===== config.mk =====
export PLATFORM = sky130hd
export DESIGN_NAME = tdm_demux4
export DESIGN_NICKNAME = d
export VERILOG_FILES = /design/src/rtl/tdm_demux4.sv
export SDC_FILE = /design/constraint.sdc
export NUM_CORES = 1
export LEC_CHECK = 0
export CAP_MARGIN = 30
export CORE_MARGIN = 10
export CORE_UTILIZATION = 50
export DETAILED_ROUTE_END_ITERATION = 10
export GPL_TIMING_DRIVEN = 0
export PLACE_DENSITY = 0.84
export SETUP_SLACK_MARGIN = 0.4
export SLEW_MARGIN = 5
export SYNTH_ARGS = -nofsm -noshare
export SYNTH_HDL_FRONTEND = slang
export SYNTH_SLANG_ARGS = --single-unit

===== constraint.sdc =====
create_clock -name clk -period 1.4 [get_ports clk]
set_input_delay 0.14 -clock clk [delete_from_list [all_inputs] [get_ports clk]]
set_output_delay 0.14 -clock clk [all_outputs]
set_load 0.02 [all_outputs]

===== src/rtl/tdm_demux4.sv =====
// -----------------------------------------------------------------------------
// tdm_demux4 -- four-lane time-division demultiplexer (receive end of a
// 4-to-1 slot-select multiplexed link).
//
// A frame is four valid words in lane order a, b, c, d. The first word is
// tagged with sync. Words a..c are held in shadow registers. The whole frame
// is copied onto the four lane outputs at the edge that accepts word d, so
// the lanes always show one complete frame and never a partial one.
//
// Ports:
//   clk                 rising-edge clock
//   reset_n             asynchronous active-low reset
//   data_in[DATA_W]     incoming word
//   valid               data_in is valid this cycle
//   sync                data_in is the lane-a word of a frame (needs valid)
//   out_a..out_d        lanes of the last complete frame
//   frame_done          one-cycle pulse when the lanes are updated
//   sync_err            one-cycle pulse when sync arrives mid-frame
//   slot[2]             index of the next expected slot (0..3)
//   frame_cnt[CNT_W]    completed-frame counter, wraps modulo 2^CNT_W
// -----------------------------------------------------------------------------
module tdm_demux4 #(
    parameter int unsigned DATA_W = 4,
    parameter int unsigned CNT_W  = 8
) (
    input  logic              clk,
    input  logic              reset_n,
    input  logic [DATA_W-1:0] data_in,
    input  logic              valid,
    input  logic              sync,
    output logic [DATA_W-1:0] out_a,
    output logic [DATA_W-1:0] out_b,
    output logic [DATA_W-1:0] out_c,
    output logic [DATA_W-1:0] out_d,
    output logic              frame_done,
    output logic              sync_err,
    output logic [1:0]        slot,
    output logic [CNT_W-1:0]  frame_cnt
);

    typedef enum logic {
        ST_IDLE = 1'b0,
        ST_RECV = 1'b1
    } state_t;

    state_t             r_state,     w_state_next;
    logic [1:0]         r_slot,      w_slot_next;
    logic [DATA_W-1:0]  r_sh0,       w_sh0_next;
    logic [DATA_W-1:0]  r_sh1,       w_sh1_next;
    logic [DATA_W-1:0]  r_sh2,       w_sh2_next;
    logic [DATA_W-1:0]  r_out_a,     w_out_a_next;
    logic [DATA_W-1:0]  r_out_b,     w_out_b_next;
    logic [DATA_W-1:0]  r_out_c,     w_out_c_next;
    logic [DATA_W-1:0]  r_out_d,     w_out_d_next;
    logic               r_done,      w_done_next;
    logic               r_err,       w_err_next;
    logic [CNT_W-1:0]   r_cnt,       w_cnt_next;

    // State register
    always_ff @(posedge clk or negedge reset_n) begin
        if (!reset_n) begin
            r_state <= ST_IDLE;
            r_slot  <= 2'd0;
            r_sh0   <= '0;
            r_sh1   <= '0;
            r_sh2   <= '0;
            r_out_a <= '0;
            r_out_b <= '0;
            r_out_c <= '0;
            r_out_d <= '0;
            r_done  <= 1'b0;
            r_err   <= 1'b0;
            r_cnt   <= '0;
        end else begin
            r_state <= w_state_next;
            r_slot  <= w_slot_next;
            r_sh0   <= w_sh0_next;
            r_sh1   <= w_sh1_next;
            r_sh2   <= w_sh2_next;
            r_out_a <= w_out_a_next;
            r_out_b <= w_out_b_next;
            r_out_c <= w_out_c_next;
            r_out_d <= w_out_d_next;
            r_done  <= w_done_next;
            r_err   <= w_err_next;
            r_cnt   <= w_cnt_next;
        end
    end

    // Next-state and output logic
    always_comb begin
        w_state_next = r_state;
        w_slot_next  = r_slot;
        w_sh0_next   = r_sh0;
        w_sh1_next   = r_sh1;
        w_sh2_next   = r_sh2;
        w_out_a_next = r_out_a;
        w_out_b_next = r_out_b;
        w_out_c_next = r_out_c;
        w_out_d_next = r_out_d;
        w_done_next  = 1'b0;   // pulses: low unless an event fires this edge
        w_err_next   = 1'b0;
        w_cnt_next   = r_cnt;

        case (r_state)
            ST_IDLE: begin
                // Words without sync are dropped silently while idle.
                if (valid && sync) begin
                    w_sh0_next   = data_in;
                    w_slot_next  = 2'd1;
                    w_state_next = ST_RECV;
                end
            end

            ST_RECV: begin
                if (valid) begin
                    if (sync) begin
                        // Resynchronise: the abandoned words are lost and this
                        // word becomes lane a of a fresh frame.
                        w_err_next  = 1'b1;
                        w_sh0_next  = data_in;
                        w_slot_next = 2'd1;
                    end else begin
                        case (r_slot)
                            2'd1: begin
                                w_sh1_next  = data_in;
                                w_slot_next = 2'd2;
                            end
                            2'd2: begin
                                w_sh2_next  = data_in;
                                w_slot_next = 2'd3;
                            end
                            2'd3: begin
                                // Lane d bypasses the shadows so all four lanes
                                // update together at this edge.
                                w_out_a_next = r_sh0;
                                w_out_b_next = r_sh1;
                                w_out_c_next = r_sh2;
                                w_out_d_next = data_in;
                                w_done_next  = 1'b1;
                                w_cnt_next   = r_cnt + CNT_W'(1);
                                w_slot_next  = 2'd0;
                                w_state_next = ST_IDLE;
                            end
                            default: begin
                                // slot 0 never pairs with RECV; recover to IDLE.
                                w_slot_next  = 2'd0;
                                w_state_next = ST_IDLE;
                            end
                        endcase
                    end
                end
            end

            default: begin
                w_slot_next  = 2'd0;
                w_state_next = ST_IDLE;
            end
        endcase
    end

    assign out_a      = r_out_a;
    assign out_b      = r_out_b;
    assign out_c      = r_out_c;
    assign out_d      = r_out_d;
    assign frame_done = r_done;
    assign sync_err   = r_err;
    assign slot       = r_slot;
    assign frame_cnt  = r_cnt;

endmodule


==> Word level (Yosys, flattened, before mapping) <==
Cells that the tools add are included.
{ "word_totals": {"regBits": 41, "out_inout_bits": 28, "ram_bits": 0, "romBits": 0, "elab_cells": 49, "mem_count": 0, "latch_bits": 0, "inputBits": 8} }
{ "classes": {"add_sub_neg": 1, "n_lt_le_gt_ge": 0, "n_mux": 21, "bitwise": 2, "n_eq_ne": 6, "div_mod_pow": 0, "shifts": 0, "reduce_logical": 7, "multipliers": 0} }
{ "op_table": {"columns": ["cell", "n"], "rows": [
  ["$mux 4", 3],
  ["$reduce_and 4->1", 3],
  ["$mux 1", 11],
  ["$add 8x1->8 const B", 1],
  ["$pmux 2 s2", 2],
  ["$pmux 4 s2", 1],
  ["$mux 2", 3],
  ["$ne 2x2->1 const B", 3],
  ["$eq 2x2->1 const B", 2],
  ["$reduce_and 3->1", 1],
  ["$eq 2x1->1 const B", 1],
  ["$not 1->1", 2],
  ["$pmux 1 s2", 1],
  ["$reduce_and 2->1", 1],
  ["$reduce_or 2->1", 1],
  ["$logic_and 1x1->1", 1]
]} }

==> Longest topological paths before layout <==
{ "logic_depth": {"ltp_word": 6, "depth_mapped": 6, "mapped_depth_nobuf": 5} }

==> Worst setup path after synthesis <==
OpenSTA, ideal clock, no wires.
{ "synth_path": {"path_type": "reg2reg", "from": "register r_slot[1] (netlist: slot[1])", "to": "register r_cnt[4] (netlist: frame_cnt[4])", "setup_ps": 131, "t_required_ps": 1269, "arrival_time_ps": 1256, "path_buffers": 1, "synth_period_minus_slack_ps": 1386, "stages_incl_launch_ff": 7, "path_slack_ps": 14, "cell_sequence": "dfrtp_1 > ha_1 > nand4b_2 > inv_2 > buf_6 > nand4_2 > xnor2_1"} }
{ "synth_via": {"elab_chain_len": 2} }
{ "synth_lines": {"columns": ["element", "line", "source"], "rows": [
  ["from (decl)", "47", "logic [1:0] r_slot, w_slot_next;"],
  ["from (signal assigned)", "76", "r_slot <= w_slot_next;"],
  ["$eq 2x2->1", "124", "case (r_slot)"],
  ["$reduce_and 4->1 (no line)", null, null],
  ["to (signal assigned)", "86", "r_cnt <= w_cnt_next;"],
  ["to (decl)", "57", "logic [CNT_W-1:0] r_cnt, w_cnt_next;"]
]} }
No other way between the ends.
A chain may end at the register's enable or synchronous reset.

==> Worst setup path in the final report <==
{ "layout_path": {"from": "register r_slot[0] (netlist: slot[0])", "to": "register r_cnt[4] (netlist: frame_cnt[4])"} }
Same word-level chain as after synthesis.

==> impl_metrics.py <==
metrics = {
    "run_status": {
        "status": "finished with violations",
        "violated_checks": "negative hold slack",
    },
    "hold_path": {
        "timing.hold.worst.class": "in2async",
    },
    "global_routing": {
        "grt_pass1_wl_mm": 6.71,
        "first_global_vias": 1384,
        "gr-total-overflow": 0,
        "global_route.usage.total_pct": 13.5,
        "grt_max_degree": 42,
        "grt_antenna_before_repair": 0,
    },
    "sta": {
        "fmax_mhz": 728,
        "timing.final.max_slew_violations": 0,
        "rsz0062_at_grt": "true",
        "post-route-min-period_ns": 1.37,
        "timing.final.hold_violations": 41,
        "finalSetupViolCount": 0,
        "hold-worst-slack_ns": -0.105,
        "skew_ns": 0.0106,
        "final.setup.worst_slack_ns": 0.0262,
        "worst-slew-pin-transition_ns": 0.877,
        "final.period_utilization_pct": 98.1,
        "max_slew_margin_pct": 41.5,
    },
    "worst_setup_path": {
        "crit-reg2reg-launch": "slot[0]",
        "worstRegToRegCells": 6,
        "setup.worst_path.end_class": "flop",
        "crit-reg2reg-capture": "frame_cnt[4]",
        "setup.worst_path.class": "reg2reg",
        "worstPathRequired_ns": 1.67,
        "worstSetupEndpoint": "frame_cnt[4]",
        "worstPathMaxFanout": 8,
        "cp-startpoint": "slot[0]",
        "reg2reg_setup_slack_ns": 0.03,
        "critical_path_arrival_ns": 1.64,
        "startpoint_type": "flop",
    },
    "drt": {
        "avgRoutedWirePerCell_um": 16.7,
        "first_iter_violations": 99,
        "detail_route.drc_violations": 0,
        "routed_wirelength_mm": 4.48,
        "drtAntennaViolNets": 0,
        "vias_per_cell": 5.05,
        "vias": 1353,
        "drt_first_pass_iters": 4,
    },
    "power": {
        "power.ir.vdd_worst_v": 0.00110,
        "fin_total_pwr_mw": 4.95,
        "total_leakage_power_nw": 1.41,
        "p_per_area_nw_per_um2": 1910,
    },
    "logic_synthesis": {
        "postSynthRegisterBits": 41,
        "syn_area_per_cell_sq_um": 11.5,
        "netlist_instances": 148,
        "synth.area.top_cells": "sky130_fd_sc_hd__dfrtp_1 (60%), sky130_fd_sc_hd__nand2_1 (13%), sky130_fd_sc_hd__mux2_4 (7.0%)",
        "synth_top_cell_area_share_pct": 60.2,
        "synth_area_leader_cell": "sky130_fd_sc_hd__dfrtp_1",
        "yosysUniqueCellTypes": 25,
        "synth_seq_area_share_pct": 60.2,
        "ys_warn_count": 0,
        "netlist_area_sq_um": 1710,
        "syn-num-nets": 160,
    },
    "cts": {
        "cts_inserted_buffers": 5,
        "clock_sinks": 41,
        "tritoncts": "built",
        "worst_setup_hold_path_clk_slew_ns": 0.13,
        "clock_latency_ns": 0.35,
        "cts-htree-levels": 2,
        "cts_root_buffer": "sky130_fd_sc_hd__clkbuf_4",
        "clock_tree.buffer_depth": 2,
    },
    "layout": {
        "ff_latch_area_sq_um": 1030,
        "antenna_cells_inserted": 0,
        "syn_to_final_growth_pct": 52.4,
        "share_of_final_layout_standard_cells_stronger_than_drive_strength_1_pct": 49.5,
        "fin_cells": 268,
        "count_of_nets_after_finishing": 233,
        "multi_input_comb_area_sq_um": 734,
        "nFillCells": 213,
    },
    "floorplanning": {
        "initial_core_util_pct": 51.5,
        "dieArea_sq_um": 6150,
        "core_region_area_sq_um": 3310,
        "number_of_standard_cell_rows_in_the_floorplan": 21,
        "floorplan.io_pins": 36,
        "die_h_um": 78.4,
        "die_x_um": 78.4,
    },
    "placed_design": {
        "place_worst_setup_slack_ns": -0.207,
        "placed_cells_incl_taps": 229,
        "port_buffers": 35,
        "post-dp-hpwl_mm": 2.57,
        "globalplace.congestion": 0.723,
    },
    "run": {
        "drv.max_cap_violation_count": 0,
    },
}
layout make-up:
| class | instances | share of cell area [%] |
|---|---|---|
| Sequential cell | 41 | 39.8 |
| Multi-Input combinational cell | 99 | 28.3 |
| Timing Repair Buffer | 66 | 24.0 |
| Tap cell | 46 | 2.21 |
| Clock buffer | 7 | 2.12 |
| Buffer | 4 | 1.73 |
| Clock inverter | 1 | 1.16 |
| Inverter | 4 | 0.674 |
sequential cells by signal, summed over array words and instances (netlist names):
name	count
frame_cnt	8
frame_done	1
out_a	4
out_b	4
out_c	4
out_d	4
r_sh0	4
r_sh1	4
r_sh2	4
r_state	1
slot	2
sync_err	1
placed cells by master, fill, tap and decap left out, types with 2 or more instances in the layout:
| cell | netlist | final |
|---|---|---|
| sky130_fd_sc_hd__buf_4 | 1 | 29 |
| sky130_fd_sc_hd__buf_6 | 2 | 33 |
| sky130_fd_sc_hd__clkbuf_4 | 0 | 5 |
| sky130_fd_sc_hd__clkdlybuf4s50_1 | 0 | 6 |
| sky130_fd_sc_hd__dfrtp_1 | 41 | 34 |
| sky130_fd_sc_hd__dfrtp_2 | 0 | 7 |
| sky130_fd_sc_hd__ha_4 | 0 | 2 |
| sky130_fd_sc_hd__inv_1 | 3 | 2 |
| sky130_fd_sc_hd__mux2_2 | 4 | 4 |
| sky130_fd_sc_hd__mux2_4 | 8 | 8 |
| sky130_fd_sc_hd__nand2_1 | 59 | 54 |
| sky130_fd_sc_hd__nand2_2 | 0 | 4 |
| sky130_fd_sc_hd__nand2_4 | 2 | 3 |
| sky130_fd_sc_hd__nand3_1 | 2 | 2 |
| sky130_fd_sc_hd__nor3_1 | 3 | 2 |
| sky130_fd_sc_hd__xor2_1 | 4 | 4 |
how the worst min path moves through the flow:
stage,endpoint,depth (start not counted)
after global routing,out_b[3],1
after detailed placement,out_c[2],1
final,out_b[3],1
after floorplan,frame_cnt[0],0
after global placement,out_a[3],2
after CTS,r_sh0[2],1
critical path: stages (launching register included):
cell and delay [ns]:
sky130_fd_sc_hd__dfrtp_2 0.43, sky130_fd_sc_hd__ha_4 0.15, sky130_fd_sc_hd__nand4b_4 0.16, sky130_fd_sc_hd__inv_2 0.12
sky130_fd_sc_hd__buf_8 0.14, sky130_fd_sc_hd__nand4_4 0.09, sky130_fd_sc_hd__xnor2_2 0.20
stage by stage:
step                TNS (ns)  util, %  cell area, sq um
finish                     0     78.5              2600
global route         -0.0794     78.5              2600
detailed placement     -3.77     64.9              2150
global placement      -32.37     65.0              2150
floorplan                  0        -              1750
CTS                        0     73.7              2440
cells by family after synthesis:
| group | after synthesis | synth area share [%] |
|---|---|---|
| AND/OR/NAND/NOR | 72 | 19.1 |
| AO/OA/AOI/OAI | 4 | 1.61 |
| multiplexers | 12 | 9.68 |
| adder cells (fa/ha/maj) | 4 | 2.93 |
| buffers and inverters | 8 | 2.93 |
| XOR/XNOR | 7 | 3.60 |
| flip-flops | 41 | 60.2 |
Yosys cell counts:
library cell,instances
sky130_fd_sc_hd__nand2_1,59
sky130_fd_sc_hd__dfrtp_1,41
sky130_fd_sc_hd__mux2_4,8
sky130_fd_sc_hd__ha_1,4
sky130_fd_sc_hd__mux2_2,4
sky130_fd_sc_hd__xor2_1,4
sky130_fd_sc_hd__inv_1,3
sky130_fd_sc_hd__nor3_1,3
sky130_fd_sc_hd__xnor2_1,3
sky130_fd_sc_hd__buf_6,2
sky130_fd_sc_hd__nand2_4,2
sky130_fd_sc_hd__nand3_1,2
sky130_fd_sc_hd__a22oi_1,1
sky130_fd_sc_hd__and3_1,1
sky130_fd_sc_hd__and3b_2,1
sky130_fd_sc_hd__buf_2,1
sky130_fd_sc_hd__buf_4,1
sky130_fd_sc_hd__inv_2,1
sky130_fd_sc_hd__nand4_1,1
sky130_fd_sc_hd__nand4_2,1
sky130_fd_sc_hd__nand4b_2,1
sky130_fd_sc_hd__nor2_2,1
sky130_fd_sc_hd__o21ai_0,1
sky130_fd_sc_hd__o22a_1,1
sky130_fd_sc_hd__o22ai_1,1
where the power goes:
| group | total (mW) | switching [mW] | internal, mW |
|---|---|---|---|
| combinational | 2.21 | 0.979 | 1.23 |
| sequential | 1.94 | 0.346 | 1.59 |
| clock | 0.808 | 0.381 | 0.427 |
| total | 4.95 | 1.71 | 3.25 |
timing repair:
action	in CTS	in global routing
gates cloned	0	1
resized for setup	174	20
endpoints found under the hold margin	41	41
endpoints found under the setup margin	68	68
setup buffers	16	14
pin swaps	6	3
routing by layer:
metal,track usage (%),wire [um],part of all wire [%],vias up
met5,0,0,0,-
met2,23.5,2250,50,57
met4,3.76,158,3.5,0
li1,-,-,-,632
met1,14.8,1740,39,654
met3,5.47,324,7.2,10
Power figures use the tool's default switching activity.
==> RTL edit 1: new RTL, same flow settings <==
Register the inputs `data_in`, `valid` and `sync` before use, without a reset. The logic sees them one clock later. Comments in the files are not updated.
--- a/src/rtl/tdm_demux4.sv
+++ b/src/rtl/tdm_demux4.sv
@@ -42,6 +42,16 @@
         ST_IDLE = 1'b0,
         ST_RECV = 1'b1
     } state_t;
+
+    logic [DATA_W-1:0] data_q;
+    logic valid_q;
+    logic sync_q;
+
+    always_ff @(posedge clk) begin
+        data_q  <= data_in;
+        valid_q <= valid;
+        sync_q  <= sync;
+    end
 
     state_t             r_state,     w_state_next;
     logic [1:0]         r_slot,      w_slot_next;
@@ -105,29 +115,29 @@
         case (r_state)
             ST_IDLE: begin
                 // Words without sync are dropped silently while idle.
-                if (valid && sync) begin
-                    w_sh0_next   = data_in;
+                if (valid_q && sync_q) begin
+                    w_sh0_next   = data_q;
                     w_slot_next  = 2'd1;
                     w_state_next = ST_RECV;
                 end
             end
 
             ST_RECV: begin
-                if (valid) begin
-                    if (sync) begin
+                if (valid_q) begin
+                    if (sync_q) begin
                         // Resynchronise: the abandoned words are lost and this
                         // word becomes lane a of a fresh frame.
                         w_err_next  = 1'b1;
-                        w_sh0_next  = data_in;
+                        w_sh0_next  = data_q;
                         w_slot_next = 2'd1;
                     end else begin
                         case (r_slot)
                             2'd1: begin
-                                w_sh1_next  = data_in;
+                                w_sh1_next  = data_q;
                                 w_slot_next = 2'd2;
                             end
                             2'd2: begin
-                                w_sh2_next  = data_in;
+                                w_sh2_next  = data_q;
                                 w_slot_next = 2'd3;
                             end
                             2'd3: begin
@@ -136,7 +146,7 @@
                                 w_out_a_next = r_sh0;
                                 w_out_b_next = r_sh1;
                                 w_out_c_next = r_sh2;
-                                w_out_d_next = data_in;
+                                w_out_d_next = data_q;
                                 w_done_next  = 1'b1;
                                 w_cnt_next   = r_cnt + CNT_W'(1);
                                 w_slot_next  = 2'd0;
Check against the original RTL: not equivalent (Yosys sat finds a counterexample within 4 cycles, from zero or initial values and one cycle with reset_n low).
==> RTL edit 1 against the original RTL <==
  * The run still ends with negative hold slack left
  * Largest cell class unchanged
  * Maximum frequency grew 1.0%
  * Global-route usage grew 1.3 points
  * Sequential cell count grew 6
  * First-iteration DRC count shrank 3.0%
  * Hold slack gained 0.067 ns
  * Total power grew 9.0%
  * Setup slack gained 0.014 ns
  * Sequential power grew 8%
  * Wire length grew 20%
  * Design area grew 10%
  * Clock skew shrank 0.0032 ns
  * Area after synthesis grew 7.0%
  * Critical path type unchanged
  * Via count grew 6.4%
  * Critical path depth is the same
==> RTL edit 1: results (changes against the original RTL) <==
* Number of clock-tree buffers in the layout at 6 (was 7)
* Post-CTS sizing at 151 (was 174)
* Routed metal-1 wirelength at 1990 µm (was 1740 µm)
* Level count of the clock H-tree at 2 (unchanged)
* Clock skew after layout at 0.00740 ns (was 0.0106 ns)
* Critical path startpoint: slot[1] (was slot[0])
* Fraction of standard cell area in multi-input logic at 0.280 (was 0.283)
* Sequential element share of the synthesized area at 0.628 (was 0.602)
* Final-report hold violation count at 41 (unchanged)
* Met3 Usage GRT at 0.0546 (was 0.0547)
* Routed wire length on met2 at 2830 µm (was 2250 µm)
* Detail Route met3 WL at 315 µm (was 324 µm)
* Worst slack at placement at 0.0898 ns (was -0.207 ns)
* Global-route usage over all layers at 0.148 (was 0.135)
* Largest driver fanout on the critical path at 5 (was 8)
* Final layout net count at 242 (was 233)
* Final-layout clock-cell area share at 0.0462 (was 0.0327)
* GR met1 Demand/Resource at 0.155 (was 0.148)
* Number of non-clock buffers in the layout at 73 (was 70)
* Routed Wire Length at 5370 µm (was 4480 µm)
* Starting DRC count in detailed routing at 96 (was 99)
* Final worst hold slack at -0.0388 ns (was -0.105 ns)
* Post-CTS setup repair buffer count at 15 (was 16)
* Non-clk buf share at 0.245 (was 0.258)
* Placed cell areas at 2270 µm² (was 2150 µm²)
* Leakage power of the design at 1.51 nW (was 1.41 nW)
* Worst endpoint data arrival time at 1.58 ns (was 1.64 ns)
* Global-route track usage on met2 at 0.249 (was 0.235)
* Post-synthesis to final-layout area growth at 57.3% (was 52.4%)
* Inserted Clock Buffers at 5 (unchanged)
* Wire length of the first global-routing pass at 7290 µm (was 6710 µm)
* Count of different cell masters after synthesis at 26 (was 25)
* Weighted congestion reported at the end of routability-driven placement at 0.792 (was 0.723)
* Result of the run: complete, but fails checks (unchanged)
* Ranking of synthesized cells by area: dfrtp_1 56%, nand2_1 12%, dfxtp_1 6.6% (was dfrtp_1 60%, nand2_1 13%, mux2_4 7.0%)
* Proportion of synthesized flip-flops having asynchronous set or reset at 0.872 (was 1.00)
* Fraction of final layout cells sized beyond drive strength 1 at 0.567 (was 0.495)
* Sequential cell area in the final layout at 1160 µm² (was 1030 µm²)
* Clock-pin slew on the worst setup and hold paths at 0.09 ns (was 0.13 ns)
* Number of vias per cell after detailed routing at 5.19 (was 5.05)
* FF+latch count, synth at 47 (was 41)
* Normalized max-slew margin at 0.402 (was 0.415)
* Layout Cells excl Fill at 277 (was 268)
* Post-Synthesis Net Count at 166 (was 160)
* Root Buffer Master: clkbuf_8 (was clkbuf_4)
* Worst supply voltage drop on vdd at 1.35 mV (was 1.10 mV)
* Number of combinational gates with multiple inputs at 99 (unchanged)
* Commonest cells in the netlist: 59 x nand2_1, 41 x dfrtp_1, 8 x mux2_4, 6 x dfxtp_1 (was 59 x nand2_1, 41 x dfrtp_1, 8 x mux2_4)
* Layout fillers at 172 (was 213)
* Violations in the final reports: negative hold slack (unchanged)
* Synth Instances at 154 (was 148)
* Insertion delay of the later-clocked pin in the worst-skew pair at 0.30 ns (was 0.35 ns)
* Half-perimeter wire length after detailed placement at 2790 µm (was 2570 µm)
[RTL edit 1: cell count changes after synthesis]
cell,delta
dfxtp_1,+6
[RTL edit 1: worst paths after layout]
| check | slack [ns] | to | cells after the start |
|---|---|---|---|
| max | 0.04 | frame_cnt[4] | 6 |
| max in group asynchronous | 0.82 | slot[1] | 1 |
| max reg2reg | 0.04 | frame_cnt[4] | 6 |
| min reg2reg | 0.48 | out_c[0] | 2 |
| min in group clk | 0.27 | valid_q | 1 |
| min | -0.04 | out_c[2] | 1 |
[RTL edit 1: cells by family after synthesis]
group / synth area share
multiplexers: 0.0905
buffers and inverters: 0.0274
AO/OA/AOI/OAI: 0.0151
adder cells (fa/ha/maj): 0.0274
flip-flops: 0.628
AND/OR/NAND/NOR: 0.178
XOR/XNOR: 0.0336
[RTL edit 1: power breakdown]
part / internal [mW] / switching, mW / leakage, nW
Sequential: 1.75 / 0.351 / 0.568
Combinational: 1.15 / 0.988 / 0.877
Clock: 0.713 / 0.452 / 0.0654
==> RTL edit 2: new RTL, same flow settings <==
Without the edit above. `DATA_W`: 4 -> 5.
--- a/src/rtl/tdm_demux4.sv
+++ b/src/rtl/tdm_demux4.sv
@@ -20,7 +20,7 @@
 //   frame_cnt[CNT_W]    completed-frame counter, wraps modulo 2^CNT_W
 // -----------------------------------------------------------------------------
 module tdm_demux4 #(
-    parameter int unsigned DATA_W = 4,
+    parameter int unsigned DATA_W = 5,
     parameter int unsigned CNT_W  = 8
 ) (
     input  logic              clk,
Ports: changed (5 resized); port bits go from 36 to 41. No check against the original RTL was run, so the function may have changed too.
==> RTL edit 2 against the original RTL <==
  * Largest cell class unchanged
  * Total power is 15% higher
  * Sequential cell count is 7 higher
  * Synthesized cell count is 15% higher
  * Maximum frequency is 1.5% higher
  * Design area is 13% higher
  * Combinational power is 17% higher
  * Setup slack better by 0.020 ns
  * Area after synthesis is 12% higher
  * Sequential power is 16% higher
  * Clock skew is 0.0018 ns lower
  * Wire length is 13% higher
==> RTL edit 2: results (changes against the original RTL) <==
* Worst supply voltage drop on vdd at 1.21 mV (was 1.10 mV)
* Commonest cells in the netlist: 73 x nand2_1, 48 x dfrtp_1, 15 x mux2_2 (was 59 x nand2_1, 41 x dfrtp_1, 8 x mux2_4)
* Routed wire length on met2 at 2690 µm (was 2250 µm)
* Placed cell areas at 2440 µm² (was 2150 µm²)
* Critical R2R Capture: frame_cnt[5] (was frame_cnt[4])
* Routed metal-1 wirelength at 1990 µm (was 1740 µm)
* Global-route track usage on met2 at 0.219 (was 0.235)
* Count of hold buffers inserted by post-cts repair at 1
* Number of buffers added on ports at 39 (was 35)
* Result of the run: complete, no violations (was complete, but fails checks)
* Mean area per synthesized cell at 11.3 µm² (was 11.5 µm²)
* GR met1 Demand/Resource at 0.165 (was 0.148)
* Worst slack at placement at -0.152 ns (was -0.207 ns)
* Worst hold path class: primary input to flip-flop (was primary input to asynchronous set/reset pin)
* Global-route usage over all layers at 0.139 (was 0.135)
* Area fraction in compound gates after synthesis at 0.0144 (was 0.0161)
* Half-perimeter wire length after detailed placement at 2790 µm (was 2570 µm)
* Leakage power of the design at 1.51 nW (was 1.41 nW)
* Number of vias per cell after detailed routing at 5.11 (was 5.05)
* Post-CTS sizing at 166 (was 174)
* Layout Cells excl Fill at 295 (was 268)
* Adder-cell area share of the yosys netlist at 0.0261 (was 0.0293)
* Largest driver fanout on the critical path at 5 (was 8)
* Final layout net count at 259 (was 233)
* Depth of the worst hold-timing path at 2
* Worst flop-to-flop path startpoint: slot[1] (was slot[0])
* Dpl cells at 258 (was 229)
* Routed Wire Length at 5060 µm (was 4480 µm)
* Ranking of synthesized cells by area: dfrtp_1 63%, nand2_1 14%, mux2_2 8.8% (was dfrtp_1 60%, nand2_1 13%, mux2_4 7.0%)
* Sequential element share of the synthesized area at 0.627 (was 0.602)
* Clock-pin slew on the worst setup and hold paths at 0.09 ns (was 0.13 ns)
* Pin count of the biggest net entering global routing at 36 (was 42)
* Met3 Usage GRT at 0.0382 (was 0.0547)
* Fin crit period at 1.35 ns (was 1.37 ns)
* Setup slack of the most critical reg-to-reg path at 0.05 ns (was 0.03 ns)
* Post-synthesis mux area share at 0.0882 (was 0.0968)
* Insertion delay of the later-clocked pin in the worst-skew pair at 0.31 ns (was 0.35 ns)
* Weighted congestion reported at the end of routability-driven placement at 0.819 (was 0.723)
* Worst endpoint data arrival time at 1.59 ns (was 1.64 ns)
* Fraction of final layout cells sized beyond drive strength 1 at 0.453 (was 0.495)
* Sw frac at 0.353 (was 0.344)
* Share of the synthesized netlist area taken by xor and xnor gates at 0.0320 (was 0.0360)
* Starting DRC count in detailed routing at 97 (was 99)
* Count of different cell masters after synthesis at 22 (was 25)
* Vias in the first global route at 1463 (was 1384)
* Post-Synthesis Net Count at 183 (was 160)
* Post-CTS setup repair buffer count at 12 (was 16)
* Root Buffer Master: clkbuf_8 (was clkbuf_4)
* Number of cells on the worst reg-to-reg path at 5 (was 6)
* Final worst hold slack at 0.234 ns (was -0.105 ns)
* Detail Route met3 WL at 287 µm (was 324 µm)
[RTL edit 2: critical path, stage by stage, from the launching register on]
cell,delay (ns)
dfrtp_2,0.42
ha_4,0.19
nand4b_4,0.19
buf_4,0.20
nor3_2,0.13
xor2_1,0.16
[RTL edit 2: cell type report]
class	count	area, µm²
plain buffers	5	53.8
repair buffers	68	659
well taps	48	60.1
inverters	4	22.5
clock buffers	7	86.3
multi-input cells	114	827
flip-flops and latches	48	1210
clock inverters	1	7.51
fillers	218	763
[RTL edit 2: power by group through the flow]
stage	sequential [mW]	combinational [mW]	clock [mW]
final	2.25	2.59	0.861
after floorplan	2.55	0.662	0
after global routing	2.31	2.77	0.929
after CTS	2.19	1.93	0.869
after global placement	2.20	1.82	0
after detailed placement	2.22	1.87	0
[RTL edit 2: metrics by stage]
stage	power (mW)	setup TNS, ns	util
finish	5.70	0	0.793
global route	6.01	-0.00985	0.793
CTS	4.99	0	0.711
detailed placement	4.09	-2.78	0.662
global placement	4.02	-56.50	0.658
floorplan	3.21	0	-
